### src/rtl/wen_merge_pkg.sv
// Shared types and the round-robin grant function for the three-channel write merger.
package wen_merge_pkg;

  localparam int unsigned NUM_CH = 3;

  typedef logic [1:0] ch_id_t;

  // Grant order is last+1, last+2, last (mod NUM_CH); returns last when nothing requests.
  function automatic ch_id_t rr_next(input ch_id_t last, input logic [NUM_CH-1:0] req);
    ch_id_t g;
    ch_id_t c;
    g = last;
    for (int i = int'(NUM_CH); i >= 1; i--) begin
      c = ch_id_t'((32'(last) + 32'(i)) % NUM_CH);
      if (req[c]) g = c;
    end
    return g;
  endfunction

endpackage

### src/rtl/chan_fifo.sv
// Per-channel FIFO; head entry is presented combinationally, push is accepted on full when popped.
module chan_fifo #(
  parameter int unsigned DEPTH = 4,
  parameter int unsigned DW    = 8
) (
  input  logic          clk,
  input  logic          rst_n,
  input  logic          push,
  input  logic [DW-1:0] push_data,
  input  logic          pop,
  output logic [DW-1:0] pop_data,
  output logic          full,
  output logic          empty
);

  localparam int unsigned AW = $clog2(DEPTH);

  logic [AW:0]   wr_ptr;
  logic [AW:0]   rd_ptr;
  logic [DW-1:0] mem [DEPTH];
  logic          wr_en;
  logic          rd_en;

  // Extra wrap bit separates full from empty when the index bits match.
  assign empty    = (wr_ptr == rd_ptr);
  assign full     = (wr_ptr[AW] != rd_ptr[AW]) && (wr_ptr[AW-1:0] == rd_ptr[AW-1:0]);
  assign rd_en    = pop && !empty;
  assign wr_en    = push && (!full || rd_en);
  assign pop_data = mem[rd_ptr[AW-1:0]];

  always_ff @(posedge clk or negedge rst_n) begin
    if (!rst_n) begin
      wr_ptr <= '0;
      rd_ptr <= '0;
    end else begin
      if (wr_en) wr_ptr <= wr_ptr + (AW+1)'(1);
      if (rd_en) rd_ptr <= rd_ptr + (AW+1)'(1);
    end
  end

  always_ff @(posedge clk) begin
    if (wr_en) mem[wr_ptr[AW-1:0]] <= push_data;
  end

endmodule

### src/rtl/wen_rr_merger.sv
// Merges three fire-and-forget write channels onto one valid/ready stream with round-robin arbitration.
module wen_rr_merger
  import wen_merge_pkg::*;
#(
  parameter int unsigned DEPTH = 4,
  parameter int unsigned DW    = 8
) (
  input  logic              clk0,
  input  logic              resetn,
  input  logic              wen0,
  input  logic              wen1,
  input  logic              wen2,
  input  logic [DW-1:0]     data0,
  input  logic [DW-1:0]     data1,
  input  logic [DW-1:0]     data2,
  input  logic              freeze,
  input  logic              out_ready,
  input  logic              ovf_clr,
  output logic              out_valid,
  output logic [DW-1:0]     out_data,
  output ch_id_t            out_ch,
  output logic [NUM_CH-1:0] ovf,
  output logic              busy
);

  logic [NUM_CH-1:0] wen;
  logic [NUM_CH-1:0] full;
  logic [NUM_CH-1:0] empty;
  logic [NUM_CH-1:0] req;
  logic [NUM_CH-1:0] pop;
  logic [NUM_CH-1:0] drop;
  logic [DW-1:0]     wdata [NUM_CH];
  logic [DW-1:0]     head  [NUM_CH];
  ch_id_t            last;
  ch_id_t            grant;
  logic              load;

  assign wen      = {wen2, wen1, wen0};
  assign wdata[0] = data0;
  assign wdata[1] = data1;
  assign wdata[2] = data2;

  for (genvar n = 0; n < NUM_CH; n++) begin : g_fifo
    chan_fifo #(.DEPTH(DEPTH), .DW(DW)) u_fifo (
      .clk       (clk0),
      .rst_n     (resetn),
      .push      (wen[n]),
      .push_data (wdata[n]),
      .pop       (pop[n]),
      .pop_data  (head[n]),
      .full      (full[n]),
      .empty     (empty[n])
    );
  end

  // Arbitration: load the output register whenever it is free or draining and not frozen.
  always_comb begin
    req   = ~empty;
    grant = rr_next(last, req);
    load  = (!out_valid || out_ready) && !freeze && (|req);
    pop   = '0;
    if (load) pop[grant] = 1'b1;
    drop  = wen & full & ~pop;
  end

  assign busy = out_valid || (|req);

  always_ff @(posedge clk0 or negedge resetn) begin
    if (!resetn) begin
      out_valid <= 1'b0;
      out_data  <= '0;
      out_ch    <= '0;
      ovf       <= '0;
      last      <= 2'd2;
    end else begin
      ovf <= (ovf & ~{NUM_CH{ovf_clr}}) | drop;
      if (load) begin
        out_valid <= 1'b1;
        out_data  <= head[grant];
        out_ch    <= grant;
        last      <= grant;
      end else if (out_ready) begin
        out_valid <= 1'b0;
      end
    end
  end

endmodule

### config.mk
export PLATFORM = sky130hd
export DESIGN_NAME = wen_rr_merger
export DESIGN_NICKNAME = d
export VERILOG_FILES = /design/src/rtl/wen_merge_pkg.sv /design/src/rtl/chan_fifo.sv /design/src/rtl/wen_rr_merger.sv
export SDC_FILE = /design/constraint.sdc
export NUM_CORES = 1
export LEC_CHECK = 0
export CAP_MARGIN = 20
export CORE_UTILIZATION = 59
export DETAILED_ROUTE_END_ITERATION = 7
export HOLD_SLACK_MARGIN = 0.06
export PLACE_DENSITY_LB_ADDON = 0.05
export SKIP_CTS_REPAIR_TIMING = 1
export SYNTH_ARGS = -nofsm -noshare
export SYNTH_HDL_FRONTEND = slang
export SYNTH_SLANG_ARGS = --single-unit
### constraint.sdc
create_clock -name clk0 -period 4.56 [get_ports clk0]
set_input_delay 0.456 -clock clk0 [delete_from_list [all_inputs] [get_ports clk0]]
set_output_delay 0.456 -clock clk0 [all_outputs]
set_load 0.05 [all_outputs]
After elaboration in Yosys (flattened, before gate mapping)
Memory sizes are Yosys's and may differ from the RTL's.
Cells that the tools add are included.

cells by class
  add/subtract/negate cells = 9
  divide/modulo/power cells = 3
  magnitude comparators = 6
  equal/unequal tests = 9
  mux-type cells = 23
  bitwise logic cells = 8
  reduce and logical (&&, ||, !) cells = 27

operator list
  kind                     count
  $mod A32 B2 Y32 const B  3
  $add A3 B1 Y3 const B    6
  $bmux W8 S2              1
  $mux W8                  2
  $logic_and A1 B1 Y1      12
  $lt A2 B3 Y1 const B     4
  $mux W1                  12
  $and A3 B3 Y3            3
  $eq A3 B3 Y1             3
  $not A3 Y3               3
  $logic_not A1 Y1         8
  $add A2 B2 Y3 const B    2
  $bmux W1 S2              3
  $eq A2 B2 Y1             3
  $mux W2                  3
  $logic_or A1 B1 Y1       5
  $add A2 B1 Y3 const B    1
  $ge A3 B3 Y1 const B     1
  $mux W3                  1
  $ne A1 B1 Y1             3
  $not A2 Y3               1
  $or A3 B3 Y3             1
  $reduce_or A3 Y1         1
  $demux W1 S2             1
  2 further kinds          2

word-level totals
  register bits = 34
  RAM bits = 96
  input bits = 32
  word-level logic and storage cells = 99
  memories kept = 3

memory list
  memory                words  bits a word  read ports  clocked after Yosys merged registers in  write ports  RTL line         source
  g_fifo[0].u_fifo.mem  4      8            1           0                                        1            chan_fifo.sv:20  logic [DW-1:0] mem [DEPTH];
  g_fifo[1].u_fifo.mem  4      8            1           0                                        1            chan_fifo.sv:20
  g_fifo[2].u_fifo.mem  4      8            1           0                                        1            chan_fifo.sv:20

Logic depth before layout (Yosys ltp)
Gate-level depths: netlist (run 1).

  depth after elaboration = 17
  gate-level depth with buffers = 11

Hierarchy
Synthesis (run 1) repeated with hierarchy kept, for this count alone.

second synthesis, totals
  cells, all modules = 362
  area, all modules = 5,909.4 um2

modules (own cells, without submodules)
  module                            instances  cells an instance  area an instance (um2)  seq. area each (um2)
  chan_fifo (g_fifo[0].u_fifo ...)  2          85                 1,602.8                 1,111.1
  chan_fifo (g_fifo[2].u_fifo)      1          88                 1,621.6                 1,111.1
  wen_rr_merger                     1          104                1,082.3                 376.6

Least setup slack after synthesis (run 1)
Ideal clock, no wire load.

  kind = register to register
  start point = register g_fifo[1].u_fifo.rd_ptr[1]
  end point = memory g_fifo[0].u_fifo.mem[3][0] (enable)
  arrival = 2,610 ps
  data required time = 4,181 ps
  slack = 1,571 ps
  stages on the path, launching flop included = 8
  path buffers = 1
  period minus slack after synthesis = 2,989 ps
  cells stage by stage = dfrtp_1 buf_4 xor2_2 nor3_2 a311o_1 or2_4 or4b_4 a21oi_1

between the ends
  longest elaborated chain between the ends = 17
  elaborated cells between the ends (all ways) = 24
  those cells by class = order compare (2); eq/ne (1); mux (14); bitwise (1); reduce/logical (6)

ends and longest elaborated chain
  what                                                                       RTL line             source
  start, declared                                                            chan_fifo.sv:19      logic [AW:0] rd_ptr;
  start signal, assigned                                                     chan_fifo.sv:37      if (rd_en) rd_ptr <= rd_ptr + (AW+1)'(1);
  $eq A3 B3 Y1 *                                                             chan_fifo.sv:25      assign empty = (wr_ptr == rd_ptr);
  $not A3 Y3 *                                                               wen_rr_merger.sv:58  req = ~empty;
  $bmux W1 S2                                                                wen_merge_pkg.sv:15  if (req[c]) g = c;
  $mux W1 (implied by the code)                                              wen_merge_pkg.sv:15
  $mux W2 (3 in series)                                                      wen_merge_pkg.sv:15
  $lt A2 B3 Y1 (implied by the code) / $ge A2 B1 Y1 (equally long branches)  wen_rr_merger.sv:62  if (load) pop[grant] = 1'b1;
  $logic_and A1 B1 Y1 (implied by the code)                                  wen_rr_merger.sv:62
  $mux W1 (implied by the code)                                              wen_rr_merger.sv:62
  $demux W1 S2                                                               wen_rr_merger.sv:62
  $mux W3 *                                                                  wen_rr_merger.sv:62
  $logic_and A1 B1 Y1 *                                                      chan_fifo.sv:27      assign rd_en = pop && !empty;
  $logic_or A1 B1 Y1 *                                                       chan_fifo.sv:28      assign wr_en = push && (!full || rd_en);
  $logic_and A1 B1 Y1 *                                                      chan_fifo.sv:28
  $mux W1 *                                                                  chan_fifo.sv:42      if (wr_en) mem[wr_ptr[AW-1:0]] <= push_data;
  $mux W1 (implied by the code) *                                            chan_fifo.sv:42
  end, declared                                                              chan_fifo.sv:20

Mark *: on every way between the ends. The rest lies on a longest branch, timed or not. The select of a mux whose other input is x is not followed.

Worst setup path in the final report (run 1)
  start point = register g_fifo[1].u_fifo.rd_ptr[1]
  end point = memory g_fifo[0].u_fifo.mem[1][6] (enable)

The elaborated chain is that of the path after synthesis.

==> results of run 1 <==
cell usage after synthesis (all sizes together), types with 3 or more instances:
cell type	count	share of area, %
a21oi	5	0.44
mux4	24	9.6
clkbuf	5	0.33
nor2	9	0.60
xor2	12	2.3
dfrtp	32	14
buf	7	0.84
mux2i	7	1.2
and3	11	1.2
mux2	7	1.5
nor2b	3	0.33
nand2	12	0.80
inv	15	1.0
a22oi	7	0.93
ha	17	3.8
edfxtp	96	51
or2	4	0.49
xnor2	11	1.7
o21ai	10	0.89
nor3	4	0.44
nand3	6	0.53
state kept, by name, summed over array words and instances (netlist names):
| register | flops |
|---|---|
| g_fifo.u_fifo.mem | 96 |
| g_fifo.u_fifo.rd_ptr | 9 |
| g_fifo.u_fifo.wr_ptr | 9 |
| out_data | 8 |
| ovf | 3 |
| out_ch | 2 |
| last | 1 |
| out_valid | 1 |
per-layer routing:
metal  vias up  part of all wire [%]  GRT usage (%)  routed length (um)
met5         -                     0              0                   0
met4         0                   2.0           7.69                 218
met3        26                   4.9           6.68                 541
met2       115                    50           39.0                5560
met1      1578                    43           33.0                4780
li1       1448                     -              -                   -
cells in the final DEF (no fill, tap or decap), types with 3 or more instances in the layout:
cell type,instances
nor2b_1,3
edfxtp_1,96
nand3_1,6
inv_6,5
buf_4,7
nand2_1,12
mux2i_1,7
a22oi_1,7
nor3_1,3
mux2_2,6
clkbuf_16,16
a21oi_1,5
xnor2_1,11
xor2_1,9
o21ai_0,9
mux4_2,24
xor2_2,3
inv_8,3
dfrtp_1,32
and3_1,11
clkdlybuf4s50_1,46
ha_1,17
inv_1,15
nor2_1,9
worst max-delay path, stage by stage, from the launching register on:
cell     delay (ns)
dfrtp_1        0.66
xor2_2         0.36
nor3_2         0.14
a311o_1        0.54
or2_4          0.35
or4b_4         0.53
nand2_1        0.13
and3_1         0.42
final timing paths:
check                                                  startpoint                                      to  slack (ns)  depth (start not counted)
max                        g_fifo[1].u_fifo.rd_ptr[1]$_DFFE_PN0P_    g_fifo[0].u_fifo.mem[1][6]$_DFFE_PP_        1.09                          7
min                                                        resetn  g_fifo[1].u_fifo.wr_ptr[1]$_DFFE_PN0P_        0.34                          2
max reg2reg                g_fifo[1].u_fifo.rd_ptr[1]$_DFFE_PN0P_    g_fifo[0].u_fifo.mem[1][6]$_DFFE_PP_        1.09                          7
min reg2reg                g_fifo[2].u_fifo.wr_ptr[2]$_DFFE_PN0P_  g_fifo[2].u_fifo.wr_ptr[2]$_DFFE_PN0P_        0.49                          1
max in group asynchronous                                  resetn                     last[1]$_DFFE_PN1N_        3.88                          2
min in group clk0          g_fifo[2].u_fifo.wr_ptr[2]$_DFFE_PN0P_  g_fifo[2].u_fifo.wr_ptr[2]$_DFFE_PN0P_        0.49                          1
metrics by stage:
stage	util, %	power (W)
after global placement	67.5	0.00394
after CTS	73.8	0.00535
after detailed placement	67.5	0.00399
final	73.8	0.00533
after global routing	73.8	0.00559
after floorplan	-	0.00338
logic make-up (layout without fill, tap and decap cells):
group                    Yosys count  in the layout  share of synthesized area, %
buffers and inverters             27            100                          2.18
AND/OR/NAND/NOR                   58             58                          5.67
multiplexers                      38             38                          12.3
XOR/XNOR                          23             23                          3.98
adder cells (fa/ha/maj)           17             17                          3.78
flip-flops                       129            129                          65.9
AO/OA/AOI/OAI                     46             46                          6.16
power by group through the flow:
stage / Combinational [W] / Sequential, W / Clock, W
6_report: 0.00215 / 0.00185 / 0.00134
5_1_grt: 0.00231 / 0.00188 / 0.00140
4_1_cts: 0.00215 / 0.00185 / 0.00135
3_5_place_dp: 0.00212 / 0.00187 / 0
3_3_place_gp: 0.00209 / 0.00185 / 0
2_1_floorplan: 0.00144 / 0.00194 / 0
area by class of cell:
cell class | instances | area, um^2
Clock buffer | 17 | 414
Timing Repair Buffer | 53 | 513
Multi-Input combinational cell | 182 | 1800
Inverter | 15 | 56.3
Tap cell | 129 | 161
Clock inverter | 15 | 171
Sequential cell | 129 | 3710
Fill cell | 608 | 2420
==> impl_metrics.ini, run 1 <==
[route]
drc = 0
ant_nets = 0
drtIter0Drc = 238
dr.pass1.iters = 5
post_drt_wl_per_cell_um = 20.5
vias = 3167
vias_per_cell = 5.86
routed_wl_mm = 11.1

[timing]
tightest_slew_ns = 0.624
whs_ns = 0.340
tns_ns = 0
rsz0062_at_grt = no
slew_headroom_pct = 58.2
setup_ws_ns = 1.09
finalSetupViolations = 0
clock_skew_ns = 0.00979
hold_violations = 0
finalCritPeriodShare_pct = 76.2
fmax_ghz = 0.288
post-route-min-period_ns = 3.47
slew_violations = 0

[power_and_ir_drop]
peakVddDrop_v = 0.000459
p_leak_nw = 2.55
p_switching_w = 0.00202
p_per_area_nw_per_um2 = 782
seqPwrFrac_pct = 34.6
power_frac_clock_pct = 25.2
p_int_w = 0.00332
power_frac_comb_pct = 40.2
swShare_pct = 37.8

[floorplanning]
rows = 35
start_util_pct = 60.9
core_um2 = 9240
die_w_um = 99.7
die_h_um = 99.7
fp.dieArea_um2 = 9930
io_pins = 47

[status]
status = finished clean

[clock_network]
clk_pin_slew_ns = 0.07
htreeDepth = 4
clock_sinks = 129
cts_tree = built
cts_buffer_depth = 2
numCtsBuffers = 17
clockRootBuffer = clkbuf_8
clk_latency_ns = 0.53

[global_route]
grt_use_total_pct = 24.4
grt_pass1_wl_mm = 17.3
antenna_found_initial = 0
overflow = 0
grt_max_degree = 34
grt_pass1_vias = 3218

[setup_path]
endpoint_kind = register
critPathArrivalTime_ns = 3.66
cp.required_ns = 4.74
crit_type = register to register
start_kind = register
cp_max_fo = 15

[synth]
yosysWarnings = 0
ys_seq_elements = 129
synthDistinctLibCells = 56
syn_area_per_cell_um2 = 16.7
syn_nets = 387
synth_top_flop_cell = edfxtp_1
synthArstFlopShare_pct = 25.6
syn-cell-area_um2 = 5630
seq_area_frac_synth_pct = 65.9
synth-edff-count = 96
syn_inst = 338

[placement]
dpl.cell_count = 508
place_congestion = 0.919
port_buffers = 46
place_area_um2 = 6240
dp_hpwl_mm = 7.52
dpl_worst_slack_ns = 1.09

[finish]
nets = 447
diodes = 0
area_growth_pct = 21.2
stdcell_area_um2 = 6820
fin_cells = 540
drive_above_1_share_pct = 19.2

[hold_path]
hold_path_class = input pin to async pin

[run]
maxCapViolations = 0
Power figures use the tool's default switching activity.
==> inputs of run 2 (changes only) <==
--- a/config.mk
+++ b/config.mk
@@ -6,7 +6,7 @@
 export NUM_CORES = 1
 export LEC_CHECK = 0
 export CAP_MARGIN = 20
-export CORE_UTILIZATION = 59
+export CORE_UTILIZATION = 58
 export DETAILED_ROUTE_END_ITERATION = 7
 export HOLD_SLACK_MARGIN = 0.06
 export PLACE_DENSITY_LB_ADDON = 0.05
==> constraint.sdc (replaced) <==
create_clock -name clk0 -period 3.2 [get_ports clk0]
set_input_delay 0.32 -clock clk0 [delete_from_list [all_inputs] [get_ports clk0]]
set_output_delay 0.32 -clock clk0 [all_outputs]
set_load 0.05 [all_outputs]
==> run 2 against run 1 <==
  * Global-route usage is 0.59 points lower
  * Cell count is 1.5% higher
  * Cell area is 1.2% higher
  * Critical path type unchanged
  * Largest power group unchanged
  * Highest routed layer unchanged
==> impl_metrics.ini, run 2 (synthesized netlist as in run 1, its figures left out) <==
[status]
status = finished clean

[route]
vias = 3120
vias_per_cell = 5.69
drtIter0Drc = 193
drc = 0
dr.pass1.iters = 4
ant_nets = 0
post_drt_wl_per_cell_um = 19.5
routed_wl_mm = 10.7

[finish]
diodes = 0
final_common_cell = edfxtp_1
drive_above_1_share_pct = 21.5
layout_common_cells = edfxtp_1 (96), clkdlybuf4s50_1 (45), dfrtp_1 (32)
stdcell_area_um2 = 6910
fillCellCount = 572
largest_reg_flops = 96
area_growth_pct = 22.7
nets = 455
fin_cells = 548

[setup_path]
endpoint_kind = register
timing.rr.start = last[1]$_DFFE_PN1N_
cp.required_ns = 3.42
crit_path_start = last[1]$_DFFE_PN1N_
reg2reg_slack_ns = 0.16
crit_type = register to register
critPathArrivalTime_ns = 3.26
cp_max_fo = 12
timing.rr.end = g_fifo[0].u_fifo.mem[1][1]$_DFFE_PP_
cp-endpoint = g_fifo[0].u_fifo.mem[1][1]$_DFFE_PP_
rr_worst_depth = 9
start_kind = register

[timing]
clock_skew_ns = 0.00979
slew_violations = 0
finalCritPeriodShare_pct = 95.0
hold_violations = 0
post-route-min-period_ns = 3.04
slew_headroom_pct = 64.8
tightest_slew_ns = 0.526
fmax_ghz = 0.329
whs_ns = 0.203
finalSetupViolations = 0

[power_and_ir_drop]
p_per_area_nw_per_um2 = 1110
peakVddDrop_v = 0.000666
p_leak_nw = 2.59

[floorplanning]
core_um2 = 9330
die_w_um = 101
io_pins = 47
fp.dieArea_um2 = 10100
start_util_pct = 60.3
die_h_um = 101
rows = 35

[placement]
place_area_um2 = 6300
dp_hpwl_mm = 7.43
place_congestion = 0.867
port_buffers = 46
dpl.cell_count = 516

[clock_network]
cts_tree = built
cts_buffer_depth = 2
numCtsBuffers = 17
htreeDepth = 4
clock_sinks = 129
clk_latency_ns = 0.53
clk_pin_slew_ns = 0.06
clockRootBuffer = clkbuf_8

[hold_path]
hold_path_class = input pin to async pin

[global_route]
antenna_found_initial = 0
grt_use_total_pct = 23.8
grt_use_met2_pct = 35.9
busiest_layer = met2
overflow = 0
grt_max_degree = 34
grt_pass1_vias = 3184
use_met1_pct = 33.5
grt_pass1_wl_mm = 17.0
grt_use_met3_pct = 6.93

[run]
maxCapViolations = 0
run 2: worst min path at each step:
stage,slack [ns],from,cells after the start,end
after CTS,0.21,resetn,2,g_fifo[2].u_fifo.wr_ptr[2]$_DFFE_PN0P_
final,0.20,resetn,2,g_fifo[2].u_fifo.wr_ptr[2]$_DFFE_PN0P_
after global routing,0.22,resetn,2,g_fifo[2].u_fifo.rd_ptr[2]$_DFFE_PN0P_
after global placement,0.48,g_fifo[0].u_fifo.rd_ptr[2]$_DFFE_PN0P_,1,g_fifo[0].u_fifo.rd_ptr[2]$_DFFE_PN0P_
after floorplan,0.02,resetn,0,g_fifo[0].u_fifo.rd_ptr[0]$_DFFE_PN0P_
after detailed placement,0.48,g_fifo[2].u_fifo.rd_ptr[2]$_DFFE_PN0P_,1,g_fifo[2].u_fifo.rd_ptr[2]$_DFFE_PN0P_
run 2: cell type report:
type | instances | area (um^2) | area share, %
Clock buffer | 19 | 422 | 6.11
Clock inverter | 13 | 176 | 2.55
Inverter | 15 | 56.3 | 0.815
Multi-Input combinational cell | 182 | 1810 | 26.1
Sequential cell | 129 | 3710 | 53.7
Tap cell | 129 | 161 | 2.34
Timing Repair Buffer | 61 | 576 | 8.33
run 2: per-layer routing:
| metal | vias up | wire [um] |
|---|---|---|
| li1 | 1460 | - |
| met1 | 1562 | 4860 |
| met2 | 90 | 5200 |
| met3 | 8 | 488 |
| met4 | 0 | 112 |
| met5 | - | 0 |
run 2: power breakdown:
group	total [W]	internal (W)	switching (W)	leakage [nW]
Sequential	0.00258	0.00233	0.000257	1.28
Combinational	0.00315	0.00133	0.00182	1.03
Clock	0.00194	0.00120	0.000734	0.282
Total	0.00767	0.00486	0.00281	2.59
run 2: through the flow:
step / worst slack (ns) / TNS [ns] / util [%] / total power, W
final: 0.159 / 0 / 74.0 / 0.00767
after global routing: -0.00683 / -0.0334 / 74.0 / 0.00809
after CTS: 0.0633 / 0 / 73.9 / 0.00772
after detailed placement: 0.0604 / 0 / 67.5 / 0.00576
after global placement: 0.178 / 0 / 67.5 / 0.00569
after floorplan: 0.211 / 0 / - / 0.00482
run 2: critical path, cell delays in order (launching register included):
cell and delay, ns:
dfstp_2 0.55, inv_1 0.06, ha_1 0.30, nand3_1 0.13, o41ai_1 0.08, a311oi_1 0.34
a2bb2oi_2 0.18, or4b_4 0.62, nand2_1 0.13, and3_2 0.33
==> inputs of run 3 (changes only) <==
--- a/config.mk
+++ b/config.mk
@@ -6,7 +6,7 @@
 export NUM_CORES = 1
 export LEC_CHECK = 0
 export CAP_MARGIN = 20
-export CORE_UTILIZATION = 58
+export CORE_UTILIZATION = 40
 export DETAILED_ROUTE_END_ITERATION = 7
 export HOLD_SLACK_MARGIN = 0.06
 export PLACE_DENSITY_LB_ADDON = 0.05
==> run 3 against run 2 <==
  * Register-to-register slack about the same
  * Non-clock buffer count up 13
  * Via count rose by 1.6%
  * Count of clock-buffer cells in the layout decreased by 2
  * Power decreased by 0.25%
  * Combinational power rose by 5%
  * Clock power down 9%
  * Largest cell class unchanged
==> impl_metrics.ini, run 3 (synthesized netlist as in run 1, its figures left out) <==
[timing]
slew_violations = 0
fmax_ghz = 0.329
slew_headroom_pct = 46.7
hold_violations = 0
rsz0062_at_grt = no
tns_ns = 0
setup_ws_ns = 0.159
clock_skew_ns = 0.0107
finalSetupViolations = 0
finalCritPeriodShare_pct = 95.0
post-route-min-period_ns = 3.04
tightest_slew_ns = 0.799

[power_and_ir_drop]
peakVddDrop_v = 0.000525
power_frac_clock_pct = 23.1
p_per_area_nw_per_um2 = 1090
seqPwrFrac_pct = 33.4
p_leak_nw = 2.64
power_frac_comb_pct = 43.5
p_total_w = 0.00765
swShare_pct = 36.8
p_switching_w = 0.00282
p_int_w = 0.00483

[finish]
drive_above_1_share_pct = 23.1
fin_cells = 608
fin_util_pct = 51.9
final_common_cell = edfxtp_1
layout_common_cells = edfxtp_1 (96), clkdlybuf4s50_1 (44), dfrtp_1 (32)
diodes = 0
nets = 468
largest_reg_flops = 96
fillCellCount = 1146
area_growth_pct = 24.5

[floorplanning]
die_h_um = 121
start_util_pct = 41.7
rows = 42
die_w_um = 121
io_pins = 47
core_um2 = 13500
fp.dieArea_um2 = 14500

[route]
vias_per_cell = 5.21
ant_nets = 0
drc = 0
dr.pass1.iters = 4
post_drt_wl_per_cell_um = 18.4
vias = 3169
drtIter0Drc = 158
routed_wl_mm = 11.2

[setup_path]
critPathArrivalTime_ns = 3.16
crit_type = register to register
cp_cell_sequence = inv_1 -> ha_1 -> nor2b_1 -> o32ai_1 -> o311a_1 -> a22o_1 -> or4b_4 -> nand2_1 -> and3_1 -> buf_4
cp.required_ns = 3.32
slowest_stage = dfstp_2
endpoint_kind = register
crit_family = simple AND/OR/NAND/NOR gates
start_kind = register
crit_buf_inv = 2
timing.rr.start = last[1]$_DFFE_PN1N_
cp_max_fo = 12
crit_path_start = last[1]$_DFFE_PN1N_
slowest_delay_ns = 0.54

[global_route]
grt_pass1_wl_mm = 17.8
overflow = 0
grt_max_degree = 34
grt_pass1_vias = 3240
antenna_found_initial = 0
grt_use_total_pct = 17.1

[clock_network]
clk_pin_slew_ns = 0.06
clk_latency_ns = 0.42
clockRootBuffer = clkbuf_16
cts_tree = built
htreeDepth = 4
numCtsBuffers = 17
cts_buffer_depth = 2
clock_sinks = 129

[placement]
dp_hpwl_mm = 7.94
dpl.cell_count = 575
port_buffers = 46
place_congestion = 0.846
dpl_worst_slack_ns = 0.0661

[hold_path]
hold_path_class = register to register
hp-start = g_fifo[0].u_fifo.wr_ptr[2]$_DFFE_PN0P_

[run]
maxCapViolations = 0

[status]
status = finished clean
[run 3: power by group through the flow]
stage	sequential, W	combinational (W)	clock [W]
2_1_floorplan	0.00277	0.00205	0
4_1_cts	0.00256	0.00338	0.00180
3_5_place_dp	0.00259	0.00337	0
3_3_place_gp	0.00259	0.00334	0
6_report	0.00256	0.00332	0.00177
5_1_grt	0.00260	0.00364	0.00188
[run 3: routing by layer]
| metal | up-vias | share of wire (%) | routed length (um) | track usage [%] |
|---|---|---|---|---|
| li1 | 1478 | - | - | - |
| met1 | 1606 | 48 | 5340 | 22.7 |
| met2 | 67 | 47 | 5240 | 26.0 |
| met3 | 18 | 3.1 | 346 | 4.48 |
| met4 | 0 | 2.2 | 244 | 9.03 |
| met5 | - | 0 | 0 | 0 |
[run 3: final timing paths]
path	end	slack [ns]	cells after the start
setup reg to reg	g_fifo[0].u_fifo.mem[1][2]$_DFFE_PP_	0.16	10
hold reg to reg	g_fifo[0].u_fifo.wr_ptr[2]$_DFFE_PN0P_	0.48	1
setup / recovery	g_fifo[0].u_fifo.mem[1][2]$_DFFE_PP_	0.16	10
max in group asynchronous	g_fifo[0].u_fifo.wr_ptr[2]$_DFFE_PN0P_	2.16	2
hold / removal	g_fifo[0].u_fifo.wr_ptr[2]$_DFFE_PN0P_	0.48	1
min in group asynchronous	g_fifo[2].u_fifo.rd_ptr[0]$_DFFE_PN0P_	0.52	2
[run 3: cell type report]
cell class                      instances  area (um^2)  share of cell area [%]
Tap cell                              176          220                    3.14
Inverter                               15         56.3                   0.803
Clock buffer                           17          425                    6.07
Multi-Input combinational cell        182         1800                    25.6
Clock inverter                         15          118                    1.68
Sequential cell                       129         3710                    52.9
Timing Repair Buffer                   74          683                    9.75
[run 3: stage by stage]
stage / cell area [um^2] / hold WS [ns]
floorplan: 5630 / 0.0244
global placement: 6450 / 0.457
detailed placement: 6450 / 0.465
CTS: 7000 / 0.00910
global route: 7010 / 0.501
finish: 7010 / 0.482
